### config.mk
export PLATFORM = sky130hd
export DESIGN_NAME = vec_result_writer
export DESIGN_NICKNAME = d
export VERILOG_FILES = /design/src/rtl/vec_result_writer.sv
export SDC_FILE = /design/constraint.sdc
export NUM_CORES = 1
export LEC_CHECK = 0
export ABC_CLOCK_PERIOD_IN_PS = 2240
export BUFFER_PORTS_ARGS = -buffer_cell sky130_fd_sc_hd__buf_2
export CAP_MARGIN = 20
export CORE_UTILIZATION = 49
export CTS_BUF_LIST = sky130_fd_sc_hd__clkbuf_8 sky130_fd_sc_hd__clkbuf_16
export DETAILED_ROUTE_END_ITERATION = 12
export PLACE_DENSITY = 0.75
export REMOVE_ABC_BUFFERS = 1
export SETUP_SLACK_MARGIN = 0.05
export SLEW_MARGIN = 10
export SYNTH_ARGS = -nofsm -noshare
export SYNTH_HDL_FRONTEND = slang
export SYNTH_SLANG_ARGS = --single-unit
### constraint.sdc
create_clock -name clk -period 2.24 [get_ports clk]
set_input_delay 0.448 -clock clk [delete_from_list [all_inputs] [get_ports clk]]
set_output_delay 0.448 -clock clk [all_outputs]
set_load 0.02 [all_outputs]
### src/rtl/vec_result_writer.sv
// vec_result_writer
//   Writeback stage of the vector ALU. A whole vector result (LANES lanes of
//   LANE_W bits) plus one flag nibble per lane is captured in one cycle. It is
//   then written to a LANE_W-wide data memory one lane per accepted write,
//   skipping lanes whose mask bit is clear.
//
// Ports
//   clk, rst_n        clock (rising edge) and asynchronous active-low reset
//   in_valid/in_ready vector handshake; in_ready is high only while idle
//   result            LANES*LANE_W vector data, lane i at [LANE_W*i +: LANE_W]
//   flags             LANES*4 flag nibbles, lane i at [4*i +: 4]
//   base_addr         word address of lane 0 (lane i goes to base_addr + i, wrapping)
//   lane_mask         1 = write lane i
//   mem_we/mem_ready  write request; the write is taken when both are high
//   mem_addr/mem_wdata write address and data, stable while mem_ready is low
//   done              one-cycle pulse after the last lane has been handled
//   flags_red         OR of the flag nibbles of the written lanes; valid with
//                     done and held until the next done
//   busy              inverse of in_ready
module vec_result_writer #(
    parameter int LANES  = 16,
    parameter int LANE_W = 16,
    parameter int ADDR_W = 16
) (
    input  logic                    clk,
    input  logic                    rst_n,
    input  logic                    in_valid,
    output logic                    in_ready,
    input  logic [LANES*LANE_W-1:0] result,
    input  logic [LANES*4-1:0]      flags,
    input  logic [ADDR_W-1:0]       base_addr,
    input  logic [LANES-1:0]        lane_mask,
    output logic                    mem_we,
    input  logic                    mem_ready,
    output logic [ADDR_W-1:0]       mem_addr,
    output logic [LANE_W-1:0]       mem_wdata,
    output logic                    done,
    output logic [3:0]              flags_red,
    output logic                    busy
);

    localparam int LIDX_W = (LANES > 1) ? $clog2(LANES) : 1;
    localparam logic [LIDX_W-1:0] LAST_LANE = LIDX_W'(LANES - 1);

    typedef enum logic [1:0] {
        IDLE  = 2'd0,
        WRITE = 2'd1,
        DONE  = 2'd2
    } state_e;

    state_e                         state_q, state_d;
    logic [LANES-1:0][LANE_W-1:0]   data_q, data_d;
    logic [LANES-1:0][3:0]          flg_q, flg_d;
    logic [ADDR_W-1:0]              base_q, base_d;
    logic [LANES-1:0]               mask_q, mask_d;
    logic [LIDX_W-1:0]              lane_q, lane_d;
    logic [3:0]                     acc_q, acc_d;
    logic [3:0]                     flags_red_q, flags_red_d;

    logic       lane_on;
    logic       wr_req;
    logic       wr_take;
    logic       lane_adv;
    logic [3:0] acc_nxt;

    // Write request is a pure decode of registered state, so it can never
    // appear in IDLE or DONE and cannot glitch with the inputs.
    assign lane_on  = mask_q[lane_q];
    assign wr_req   = (state_q == WRITE) && lane_on;
    assign wr_take  = wr_req && mem_ready;
    // Masked-off lanes still take one cycle; they just do not request a write.
    assign lane_adv = (state_q == WRITE) && (wr_take || !lane_on);
    // Include the lane being accepted this cycle so the final lane's nibble
    // lands in flags_red on the same edge that enters DONE.
    assign acc_nxt  = acc_q | (wr_take ? flg_q[lane_q] : 4'h0);

    always_comb begin
        state_d     = state_q;
        data_d      = data_q;
        flg_d       = flg_q;
        base_d      = base_q;
        mask_d      = mask_q;
        lane_d      = lane_q;
        acc_d       = acc_q;
        flags_red_d = flags_red_q;

        case (state_q)
            IDLE: begin
                if (in_valid) begin
                    data_d = result;
                    flg_d  = flags;
                    base_d = base_addr;
                    mask_d = lane_mask;
                    lane_d = '0;
                    acc_d  = 4'h0;
                    if (|lane_mask) begin
                        state_d = WRITE;
                    end else begin
                        // Nothing to write: report an empty vector right away.
                        state_d     = DONE;
                        flags_red_d = 4'h0;
                    end
                end
            end
            WRITE: begin
                acc_d = acc_nxt;
                if (lane_adv) begin
                    if (lane_q == LAST_LANE) begin
                        state_d     = DONE;
                        flags_red_d = acc_nxt;
                        acc_d       = 4'h0;
                    end else begin
                        lane_d = lane_q + 1'b1;
                    end
                end
            end
            DONE: begin
                state_d = IDLE;
            end
            default: begin
                state_d = IDLE;
            end
        endcase
    end

    always_ff @(posedge clk or negedge rst_n) begin
        if (!rst_n) begin
            state_q     <= IDLE;
            data_q      <= '0;
            flg_q       <= '0;
            base_q      <= '0;
            mask_q      <= '0;
            lane_q      <= '0;
            acc_q       <= 4'h0;
            flags_red_q <= 4'h0;
        end else begin
            state_q     <= state_d;
            data_q      <= data_d;
            flg_q       <= flg_d;
            base_q      <= base_d;
            mask_q      <= mask_d;
            lane_q      <= lane_d;
            acc_q       <= acc_d;
            flags_red_q <= flags_red_d;
        end
    end

    assign in_ready  = (state_q == IDLE);
    assign busy      = ~in_ready;
    assign done      = (state_q == DONE);
    assign flags_red = flags_red_q;
    assign mem_we    = wr_req;
    // Address wraps naturally in ADDR_W bits.
    assign mem_addr  = (state_q == WRITE) ? (base_q + ADDR_W'(lane_q)) : '0;
    assign mem_wdata = (state_q == WRITE) ? data_q[lane_q] : '0;

endmodule
==> results.py, run 1 <==
metrics = {
    "cts": {
        "clock_latency_ns": 0.53,
        "cts_tree": "yes",
        "clock_path_buffers": 3,
        "numCtsBuffers": 40,
        "cts-root-buf": "clkbuf_16",
        "ctsHtreeMaxLevel": 2,
        "cts_sinks": 366,
        "clk_pin_slew_ns": 0.06,
    },
    "die": {
        "die_h_um": 188.9,
        "die-width_um": 188.9,
        "start_util_pct": 49.69,
        "pin_count": 396,
        "die-area_mm2": 0.03570,
        "num_rows": 68,
        "coreArea_mm2": 0.03446,
    },
    "flow_run": {
        "max_cap_violations": 0,
    },
    "timing": {
        "fin_worst_skew_ns": 0.01882,
        "setup_ws_ns": -0.9547,
        "drv_slew": 0,
        "period_needed_ns": 3.195,
        "fmax_mhz": 313.0,
        "setup_violations": 47,
        "tns_ns": -29.50,
        "worst-slew-pin-transition_ns": 0.8815,
        "rsz0062_at_grt": "yes",
        "max_slew_margin_pct": 41.23,
        "fin_crit_sh_pct": 142.6,
        "finalHoldViolCount": 0,
    },
    "worst_setup_path": {
        "r2r_slack_ns": -0.23,
        "crit_slowest_cell": "mux4_4",
        "required_ns": 1.79,
        "crit_start": "lane_q[0]",
        "timing.rr.start": "lane_q[0]",
        "cp_max_fo": 6,
        "crit_chain": "buf_12 > buf_6 > mux4_4 > mux4_2 > and2_4 > buf_6",
        "max_stage_delay_ns": 0.60,
        "crit_path_end_kind": "primary output",
        "critPathArrivalTime_ns": 2.75,
        "startpoint_type": "register",
        "crit_buf_inv": 3,
        "path_delay_family": "multiplexers",
        "crit_type": "reg -> out",
        "path_common_cell": "buf_6",
    },
    "logic_synthesis": {
        "synth.cell_area_mm2": 0.01712,
        "synth_area_leaders": "dfrtp_1, nand2_1, mux4_2, mux4_1, clkbuf_1",
        "synthMuxAreaShare_pct": 14.76,
        "yosys_warnings": 0,
        "synth-adder-area-share_pct": 0.4822,
        "avgSynthCellArea_um2": 9.545,
        "synthXorXnorAreaFrac_pct": 0.3580,
        "ys_seq_area_share_pct": 53.49,
        "synth_edf_count": 0,
        "synth_top_area_share_pct": 53.49,
        "ys_types": 48,
        "synth_ff_type": "dfrtp_1",
        "synth_area_leader_cell": "dfrtp_1",
        "yosys.area_share.simple_pct": 25.60,
        "synthArstFlopShare_pct": 100.0,
        "synth_compound_area_share_pct": 1.768,
        "ys_ff_latch": 366,
        "synth_cells": 1794,
        "synth_top_family_by_area": "simple AND/OR/NAND/NOR gates",
    },
    "power": {
        "leakagePower_nw": 11.60,
        "seqPwrFrac_pct": 34.9,
        "comb_power_share_pct": 45.6,
        "power_frac_clock_pct": 19.5,
        "internal-power_w": 0.02122,
        "power_switching_w": 0.01199,
        "power_density_mw_per_mm2": 1526,
        "swShare_pct": 36.10,
        "ir_worst_vdd_mv": 1.231,
    },
    "global_routing": {
        "grt_use_total_pct": 26.70,
        "grt_overflow": 0,
        "grt_max_degree": 187,
        "grt_pass1_vias": 14690,
        "antenna_found_initial": 12,
        "grt_pass1_wl_um": 75560,
    },
    "placed_design": {
        "dp_cells": 2591,
        "gp_congestion": 0.9750,
        "place_ws_ns": -0.4509,
        "dp_hpwl_um": 31780,
        "io_buffers": 395,
    },
    "status": {
        "violations": "negative setup slack",
        "outcome": "complete, but fails checks",
    },
    "routing": {
        "vias": 14200,
        "top_layer_used": "met5",
        "ant_nets": 0,
        "wl_met1_um": 19290,
        "wl_um": 47060,
        "wl_met2_um": 22880,
        "dr.pass1.iters": 5,
        "dr_wl_met3_um": 3411,
        "vias_per_cell": 5.280,
        "avgRoutedWirePerCell_um": 17.50,
        "drt_iter0_drc": 1029,
        "drt_drc_violations_left": 0,
    },
    "finish": {
        "drive_above_1_share_pct": 30.12,
        "layout.nets": 2565,
        "fill_cells": 2780,
        "fin_cells": 2690,
        "area_delta_synth_final_pct": 27.11,
    },
    "worst_hold_path": {
        "hold_class": "in -> reg",
        "min_from": "result[236]",
    },
}
worst reg2reg max path: stages, from the launching register on:
cell,delay [ns]
dfrtp_4,0.56
buf_4,0.16
buf_6,0.12
buf_8,0.13
mux4_2,0.37
o22ai_4,0.08
o22a_1,0.24
buf_6,0.15
buf_4,0.13
o211a_1,0.19
o211a_1,0.20
sequential cells by signal, summed over array words and instances, names as in the netlist:
| name | count |
|---|---|
| data_q | 256 |
| flg_q | 64 |
| base_q | 16 |
| mask_q | 16 |
| acc_q | 4 |
| flags_red | 4 |
| lane_q | 4 |
| state_q | 2 |
worst paths after layout:
path                       cells after the start      endpoint
hold reg to reg                                2   data_q[136]
hold / removal                                 3   data_q[236]
setup / recovery                               6  mem_wdata[3]
max in group asynchronous                      4   data_q[170]
min in group asynchronous                      2   data_q[193]
setup reg to reg                              10     lane_q[2]
area by class of cell:
cell class                 count  area, µm²  share of cell area [%]
clock buffer                  50       1150                   5.283
multi-input combinational   1310       7528                   34.59
antenna                        4      10.01                 0.04599
sequential                   366       9169                   42.12
inverter                       5      18.77                 0.08623
clock inverter                20      143.9                  0.6611
tap                          455      569.3                   2.616
timing repair buffer         480       3177                   14.60
repair_timing:
action,CTS,global route
hold buffers,1,0
gates resized for setup,61,43
setup buffers,13,7
gates cloned,4,2
setup endpoints to repair,47,47
pin swaps,2,12
endpoints found under the hold margin,33,0
cells in the final DEF (no fill, tap or decap), types with 5 or more instances in the layout:
cell type | Yosys | layout
clkbuf_8 | 0 | 9
nor3_1 | 7 | 5
inv_1 | 5 | 16
and2_4 | 0 | 11
mux4_1 | 16 | 8
mux4_4 | 6 | 6
xor2_1 | 5 | 5
clkbuf_16 | 0 | 42
buf_6 | 5 | 19
mux2i_1 | 20 | 20
o21ai_0 | 6 | 6
buf_2 | 7 | 370
mux4_2 | 76 | 84
nand2b_1 | 6 | 6
nand2_1 | 1069 | 1068
nor2_1 | 12 | 10
buf_4 | 5 | 57
nor4_1 | 7 | 6
buf_12 | 4 | 26
and2_1 | 19 | 8
clkinv_2 | 0 | 5
dfrtp_1 | 366 | 362
logic make-up after synthesis:
| logic type | count (synthesis) |
|---|---|
| AO/OA/AOI/OAI | 41 |
| flip-flops | 366 |
| AND/OR/NAND/NOR | 1134 |
| buffers and inverters | 118 |
| adder cells (fa/ha/maj) | 6 |
| XOR/XNOR | 7 |
| multiplexers | 122 |
metrics by stage:
stage,power [W],hold slack [ns],instance area [µm²],util (%)
6_report,0.03321,0.1048,21770,63.17
5_1_grt,0.03538,0.09409,21760,63.15
4_1_cts,0.03277,0.08152,21540,62.51
3_5_place_dp,0.02493,0.3831,19840,57.59
3_3_place_gp,0.02432,0.3789,19840,57.59
2_1_floorplan,0.02004,0.1524,16530,-
routing by layer:
metal	track usage [%]	vias to the layer above
li1	-	6606
met1	35.09	6924
met2	44.22	541
met3	5.746	119
met4	8.871	14
met5	0	-
synthesized netlist by cell type (3+ instances only):
master	n
nand2_1	1069
dfrtp_1	366
clkbuf_1	86
mux4_2	76
mux2i_1	20
and2_1	19
mux4_1	16
nor2_1	12
buf_2	7
nor3_1	7
nor4_1	7
a21oi_1	6
mux4_4	6
nand2b_1	6
o21ai_0	6
buf_4	5
buf_6	5
ha_1	5
inv_1	5
xor2_1	5
a41oi_1	4
and3_1	4
buf_12	4
mux2_2	4
nor2b_1	4
o2111ai_1	3
o211a_1	3
o211ai_1	3
o22ai_1	3
power by group through the flow:
stage | clock network (W) | logic, W | registers [W]
2_1_floorplan | 0 | 0.00860 | 0.0114
3_3_place_gp | 0 | 0.0128 | 0.0115
3_5_place_dp | 0 | 0.0133 | 0.0116
4_1_cts | 0.00657 | 0.0146 | 0.0116
5_1_grt | 0.00684 | 0.0166 | 0.0120
6_report | 0.00646 | 0.0151 | 0.0116
Note: power is estimated with default switching activity, not from simulation.
==> inputs of run 2 (changes only) <==
--- a/config.mk
+++ b/config.mk
@@ -8,10 +8,10 @@
 export ABC_CLOCK_PERIOD_IN_PS = 2240
 export BUFFER_PORTS_ARGS = -buffer_cell sky130_fd_sc_hd__buf_2
 export CAP_MARGIN = 20
-export CORE_UTILIZATION = 49
+export CORE_UTILIZATION = 45
 export CTS_BUF_LIST = sky130_fd_sc_hd__clkbuf_8 sky130_fd_sc_hd__clkbuf_16
 export DETAILED_ROUTE_END_ITERATION = 12
-export PLACE_DENSITY = 0.75
+export PLACE_DENSITY = 0.69
 export REMOVE_ABC_BUFFERS = 1
 export SETUP_SLACK_MARGIN = 0.05
 export SLEW_MARGIN = 10
==> run 2 against run 1 <==
Compared with the run above: the flow still finishes with violations (negative setup slack); clock-buffer cell count grew 1; wire length rose by 1.2%; sequential share of layout area is 0.70 points lower; utilization shrank 4.3 points; fmax grew 1.1%; clock skew fell by 0.0086 ns; combinational power rose by 5%; global-route usage fell by 1.5 points; power rose by 2.5%; non-clock buffer count up 2; sequential power barely moved; largest cell class unchanged; highest routed layer unchanged.
==> results.py, run 2 (synthesized netlist as in run 1, its figures left out) <==
metrics = {
    "status": {
        "outcome": "complete, but fails checks",
        "violations": "negative setup slack",
    },
    "routing": {
        "ant_nets": 0,
        "vias": 14070,
        "dr.pass1.iters": 5,
        "wl_um": 47610,
        "vias_per_cell": 5.106,
        "drt_drc_violations_left": 0,
        "avgRoutedWirePerCell_um": 17.28,
        "drt_iter0_drc": 647,
    },
    "die": {
        "pin_count": 396,
        "num_rows": 71,
        "die_h_um": 197.1,
        "die-width_um": 197.1,
        "coreArea_mm2": 0.03758,
        "die-area_mm2": 0.03884,
        "start_util_pct": 45.57,
    },
    "placed_design": {
        "gp_congestion": 0.8449,
        "place_ws_ns": -0.4274,
        "dp_hpwl_um": 32630,
        "io_buffers": 395,
    },
    "worst_setup_path": {
        "cp-endpoint": "mem_wdata[1]",
        "crit_path_end_kind": "primary output",
        "timing.rr.start": "lane_q[0]",
        "r2r_cells": 11,
        "max_stage_delay_ns": 0.49,
        "required_ns": 1.79,
        "crit_slowest_cell": "dfrtp_4",
        "reg2reg_to": "acc_q[1]",
        "startpoint_type": "register",
        "path_common_cell": "mux4_2",
        "crit_start": "lane_q[0]",
        "r2r_slack_ns": -0.21,
        "crit_chain": "buf_4 > buf_6 > buf_12 > mux4_2 > mux4_2 > and2_1 > buf_2",
        "cp_max_fo": 7,
        "critPathArrivalTime_ns": 2.71,
        "crit_type": "reg -> out",
    },
    "timing": {
        "setup_violations": 46,
        "fin_crit_sh_pct": 141.0,
        "rsz0062_at_grt": "yes",
        "worst-slew-pin-transition_ns": 0.6083,
        "max_slew_margin_pct": 59.07,
        "tns_ns": -26.89,
        "finalHoldViolCount": 0,
        "drv_slew": 0,
        "fin_worst_skew_ns": 0.01020,
        "setup_ws_ns": -0.9189,
        "fmax_mhz": 316.6,
        "period_needed_ns": 3.159,
    },
    "finish": {
        "largest_register_ff_count": 256,
        "final_common_cell": "nand2_1",
        "reg_top3": "data_q x256, flg_q x64",
        "area_delta_synth_final_pct": 29.26,
        "final_cell_mix": "nand2_1, buf_2, dfrtp_1, mux4_2, buf_4",
        "regMostFlops": "data_q",
        "layout.nets": 2568,
        "drive_above_1_share_pct": 31.31,
    },
    "power": {
        "power_density_mw_per_mm2": 1538,
        "leakagePower_nw": 11.68,
        "ir_worst_vdd_mv": 0.7064,
    },
    "global_routing": {
        "antenna_found_initial": 17,
        "grt_overflow": 0,
        "grt_pass1_wl_um": 75910,
        "grt_use_total_pct": 25.16,
        "grt_pass1_vias": 14460,
        "grt_max_degree": 113,
    },
    "flow_run": {
        "max_cap_violations": 0,
    },
    "cts": {
        "clock_path_buffers": 3,
        "ctsHtreeMaxLevel": 2,
        "clock_latency_ns": 0.55,
        "cts-root-buf": "clkbuf_16",
        "clk_pin_slew_ns": 0.06,
        "numCtsBuffers": 41,
        "cts_sinks": 366,
        "cts_tree": "yes",
    },
    "worst_hold_path": {
        "hold_class": "in -> reg",
    },
}
==> run 2: per-layer routing <==
metal	global-route usage [%]	part of all wire [%]	vias to the layer above	wire (µm)
met5	0	0.23	-	111
met4	10.54	3.3	16	1571
met3	5.566	7.0	106	3332
met2	40.41	48	521	22780
met1	33.14	42	6811	19820
li1	-	-	6617	-
==> run 2: final cells by class <==
cell class	count	area [µm²]
Tap cell	511	639.4
Fill cell	3264	15440
Inverter	5	18.77
Timing Repair Buffer	482	3328
Antenna cell	9	22.52
Multi-Input combinational cell	1310	7606
Sequential cell	366	9169
Clock inverter	22	163.9
Clock buffer	51	1186
==> run 2: how the worst min path moves through the flow <==
| stage | end | slack, ns | startpoint | cells after the start |
|---|---|---|---|---|
| 3_3_place_gp | mask_q[11] | 0.40 | rst_n | 1 |
| 6_report | data_q[196] | 0.07 | result[196] | 3 |
| 3_5_place_dp | base_q[1] | 0.40 | rst_n | 1 |
| 4_1_cts | data_q[196] | 0.04 | result[196] | 3 |
| 2_1_floorplan | acc_q[0] | 0.15 | rst_n | 0 |
| 5_1_grt | data_q[196] | 0.06 | result[196] | 3 |
==> run 2: power breakdown <==
part | leakage, nW | total, W | switching, W | internal [W]
sequential | 4.56 | 0.0116 | 0.00183 | 0.00974
combinational | 6.43 | 0.0158 | 0.00764 | 0.00813
clock | 0.697 | 0.00670 | 0.00273 | 0.00397
==> run 2: worst max-delay path, delay by kind of cell, from the launching register on <==
family | cells | cell delay, ns
buf+inv | 4 | 0.58
flops | 1 | 0.49
mux | 2 | 0.91
simple gates | 1 | 0.17
==> run 2: what timing repair did <==
item / 4_1_cts / 5_1_grt
pin swaps: 8 / 14
hold buffers: 1 / 0
gates resized for setup: 93 / 43
gates cloned: 5 / 2
setup endpoints to repair: 47 / 47
hold endpoints to repair: 37 / 0
setup buffers: 12 / 7
==> run 2: metrics by stage <==
| step | utilization, % | hold slack (ns) | power, W | std cells | cell area (µm²) |
|---|---|---|---|---|---|
| detailed placement | 53.09 | 0.4036 | 0.02507 | 2647 | 19950 |
| finish | 58.90 | 0.07362 | 0.03403 | 2756 | 22130 |
| global placement | 53.09 | 0.4010 | 0.02456 | 2647 | 19950 |
| CTS | 58.09 | 0.04272 | 0.03354 | 2738 | 21830 |
| global route | 58.88 | 0.06257 | 0.03632 | 2752 | 22120 |
| floorplan | - | 0.1524 | 0.02004 | 1681 | 16530 |
==> inputs of run 3 (changes only) <==
--- a/config.mk
+++ b/config.mk
@@ -8,6 +8,7 @@
 export ABC_CLOCK_PERIOD_IN_PS = 2240
 export BUFFER_PORTS_ARGS = -buffer_cell sky130_fd_sc_hd__buf_2
 export CAP_MARGIN = 20
+export CORE_ASPECT_RATIO = 1.5
 export CORE_UTILIZATION = 45
 export CTS_BUF_LIST = sky130_fd_sc_hd__clkbuf_8 sky130_fd_sc_hd__clkbuf_16
 export DETAILED_ROUTE_END_ITERATION = 12
==> run 3 against run 2 <==
Compared with the run above: the run still ends with negative setup slack left; wire length increased by 4.1%; utilization decreased by 0.18 points; final cell count decreased by 0.51%.
==> results.py, run 3 (synthesized netlist as in run 1, its figures left out) <==
metrics = {
    "finish": {
        "area_delta_synth_final_pct": 28.79,
        "final_cell_mix": "nand2_1, buf_2, dfrtp_1, mux4_2, buf_4",
        "final_area_mm2": 0.02205,
        "layout.nets": 2577,
        "drive_above_1_share_pct": 31.64,
        "final_common_cell": "nand2_1",
        "reg_top3": "data_q x256, flg_q x64",
        "largest_register_ff_count": 256,
        "regMostFlops": "data_q",
    },
    "worst_setup_path": {
        "required_ns": 1.79,
        "cp_max_fo": 13,
        "startpoint_type": "register",
        "crit_type": "reg -> out",
        "critPathArrivalTime_ns": 2.67,
        "crit_path_end_kind": "primary output",
    },
    "routing": {
        "dr.pass1.iters": 5,
        "drt_drc_violations_left": 0,
        "drt_iter0_drc": 801,
        "ant_nets": 0,
        "avgRoutedWirePerCell_um": 18.08,
        "wl_um": 49580,
        "vias_per_cell": 5.213,
        "vias": 14290,
    },
    "cts": {
        "clock_latency_ns": 0.53,
        "clk_pin_slew_ns": 0.07,
        "clock_path_buffers": 3,
        "cts-root-buf": "clkbuf_16",
        "numCtsBuffers": 38,
        "ctsHtreeMaxLevel": 2,
        "cts_sinks": 366,
        "cts_tree": "yes",
    },
    "placed_design": {
        "io_buffers": 395,
        "gp_congestion": 0.9019,
        "dp_hpwl_um": 34650,
        "dpl_cell_area_mm2": 0.02004,
    },
    "timing": {
        "period_needed_ns": 3.118,
        "drv_slew": 0,
        "fmax_mhz": 320.8,
        "rsz0062_at_grt": "yes",
        "fin_worst_skew_ns": 0.01059,
        "tns_ns": -26.43,
        "fin_crit_sh_pct": 139.2,
        "finalHoldViolCount": 0,
        "worst-slew-pin-transition_ns": 0.8669,
        "max_slew_margin_pct": 42.21,
        "setup_violations": 46,
        "setup_ws_ns": -0.8776,
    },
    "die": {
        "start_util_pct": 45.60,
        "num_rows": 87,
        "die-area_mm2": 0.03885,
        "pin_count": 396,
        "die_h_um": 240.9,
        "coreArea_mm2": 0.03755,
        "die-width_um": 161.3,
    },
    "global_routing": {
        "grt_max_degree": 177,
        "grt_overflow": 0,
        "grt_pass1_wl_um": 76720,
        "grt_use_total_pct": 25.63,
        "grt_pass1_vias": 14770,
        "antenna_found_initial": 10,
    },
    "power": {
        "swShare_pct": 36.25,
        "power_switching_w": 0.01228,
        "ir_worst_vdd_mv": 0.8416,
        "power_density_mw_per_mm2": 1536,
        "comb_power_share_pct": 46.5,
        "leakagePower_nw": 11.67,
        "internal-power_w": 0.02159,
        "power_frac_clock_pct": 19.4,
        "seqPwrFrac_pct": 34.1,
    },
    "worst_hold_path": {
        "hold_class": "in -> reg",
    },
    "status": {
        "violations": "negative setup slack",
        "outcome": "complete, but fails checks",
    },
    "flow_run": {
        "max_cap_violations": 0,
    },
}
run 3: final timing paths:
| check | start | endpoint | slack (ns) | cells past startpoint |
|---|---|---|---|---|
| max in group asynchronous | rst_n | base_q[9] | 0.96 | 4 |
| min reg2reg | data_q[216] | data_q[216] | 0.47 | 2 |
| max reg2reg | lane_q[0] | lane_q[3] | -0.18 | 10 |
| min | flags[50] | flg_q[50] | 0.1 | 3 |
| max | lane_q[0] | mem_wdata[5] | -0.88 | 6 |
| min in group asynchronous | rst_n | data_q[186] | 0.40 | 2 |
run 3: power groups by stage:
stage                     logic [W]  registers [W]  clock network, W
after floorplan             0.00860         0.0114                 0
after global placement       0.0132         0.0114                 0
after detailed placement     0.0136         0.0116                 0
after CTS                    0.0152         0.0115           0.00668
after global routing         0.0171         0.0119           0.00695
final                        0.0158         0.0115           0.00657
run 3: worst max-delay path, stage by stage (launching register included):
cell	delay, ns
dfrtp_4	0.46
buf_12	0.18
buf_4	0.13
mux4_1	0.54
mux4_2	0.48
and2_1	0.18
buf_2	0.16
run 3: what timing repair did:
action	CTS	global route
pin swaps	8	20
gates cloned	4	2
setup endpoints to repair	47	47
buffers inserted	11	4
gates resized for setup	89	46
endpoints found under the hold margin	25	0
hold buffers	1	0
run 3: layout make-up:
type,count,area [µm²]
fill,3131,15500
inverter,5,18.77
clock buffer,45,1081
timing repair buffer,494,3303
sequential,366,9169
tap,489,611.8
antenna,9,22.52
multi-input combinational,1310,7619
clock inverter,24,229.0
run 3: stage by stage:
stage	util (%)	setup slack (ns)	std cells	power, W	hold slack, ns
after floorplan	-	-5.789	1681	0.02004	0.1524
after global placement	53.37	-0.3536	2644	0.02463	0.3709
after detailed placement	53.37	-0.3816	2644	0.02515	0.3704
after CTS	58.13	-0.9242	2729	0.03337	0.08389
after global routing	58.72	-0.9540	2741	0.03593	0.1000
final	58.72	-0.8776	2742	0.03387	0.09912
run 3: per-layer routing:
metal	GRT usage, %	routed length [µm]
met5	0	23
met4	16.35	3037
met3	3.300	2270
met2	44.88	25880
met1	29.73	18370
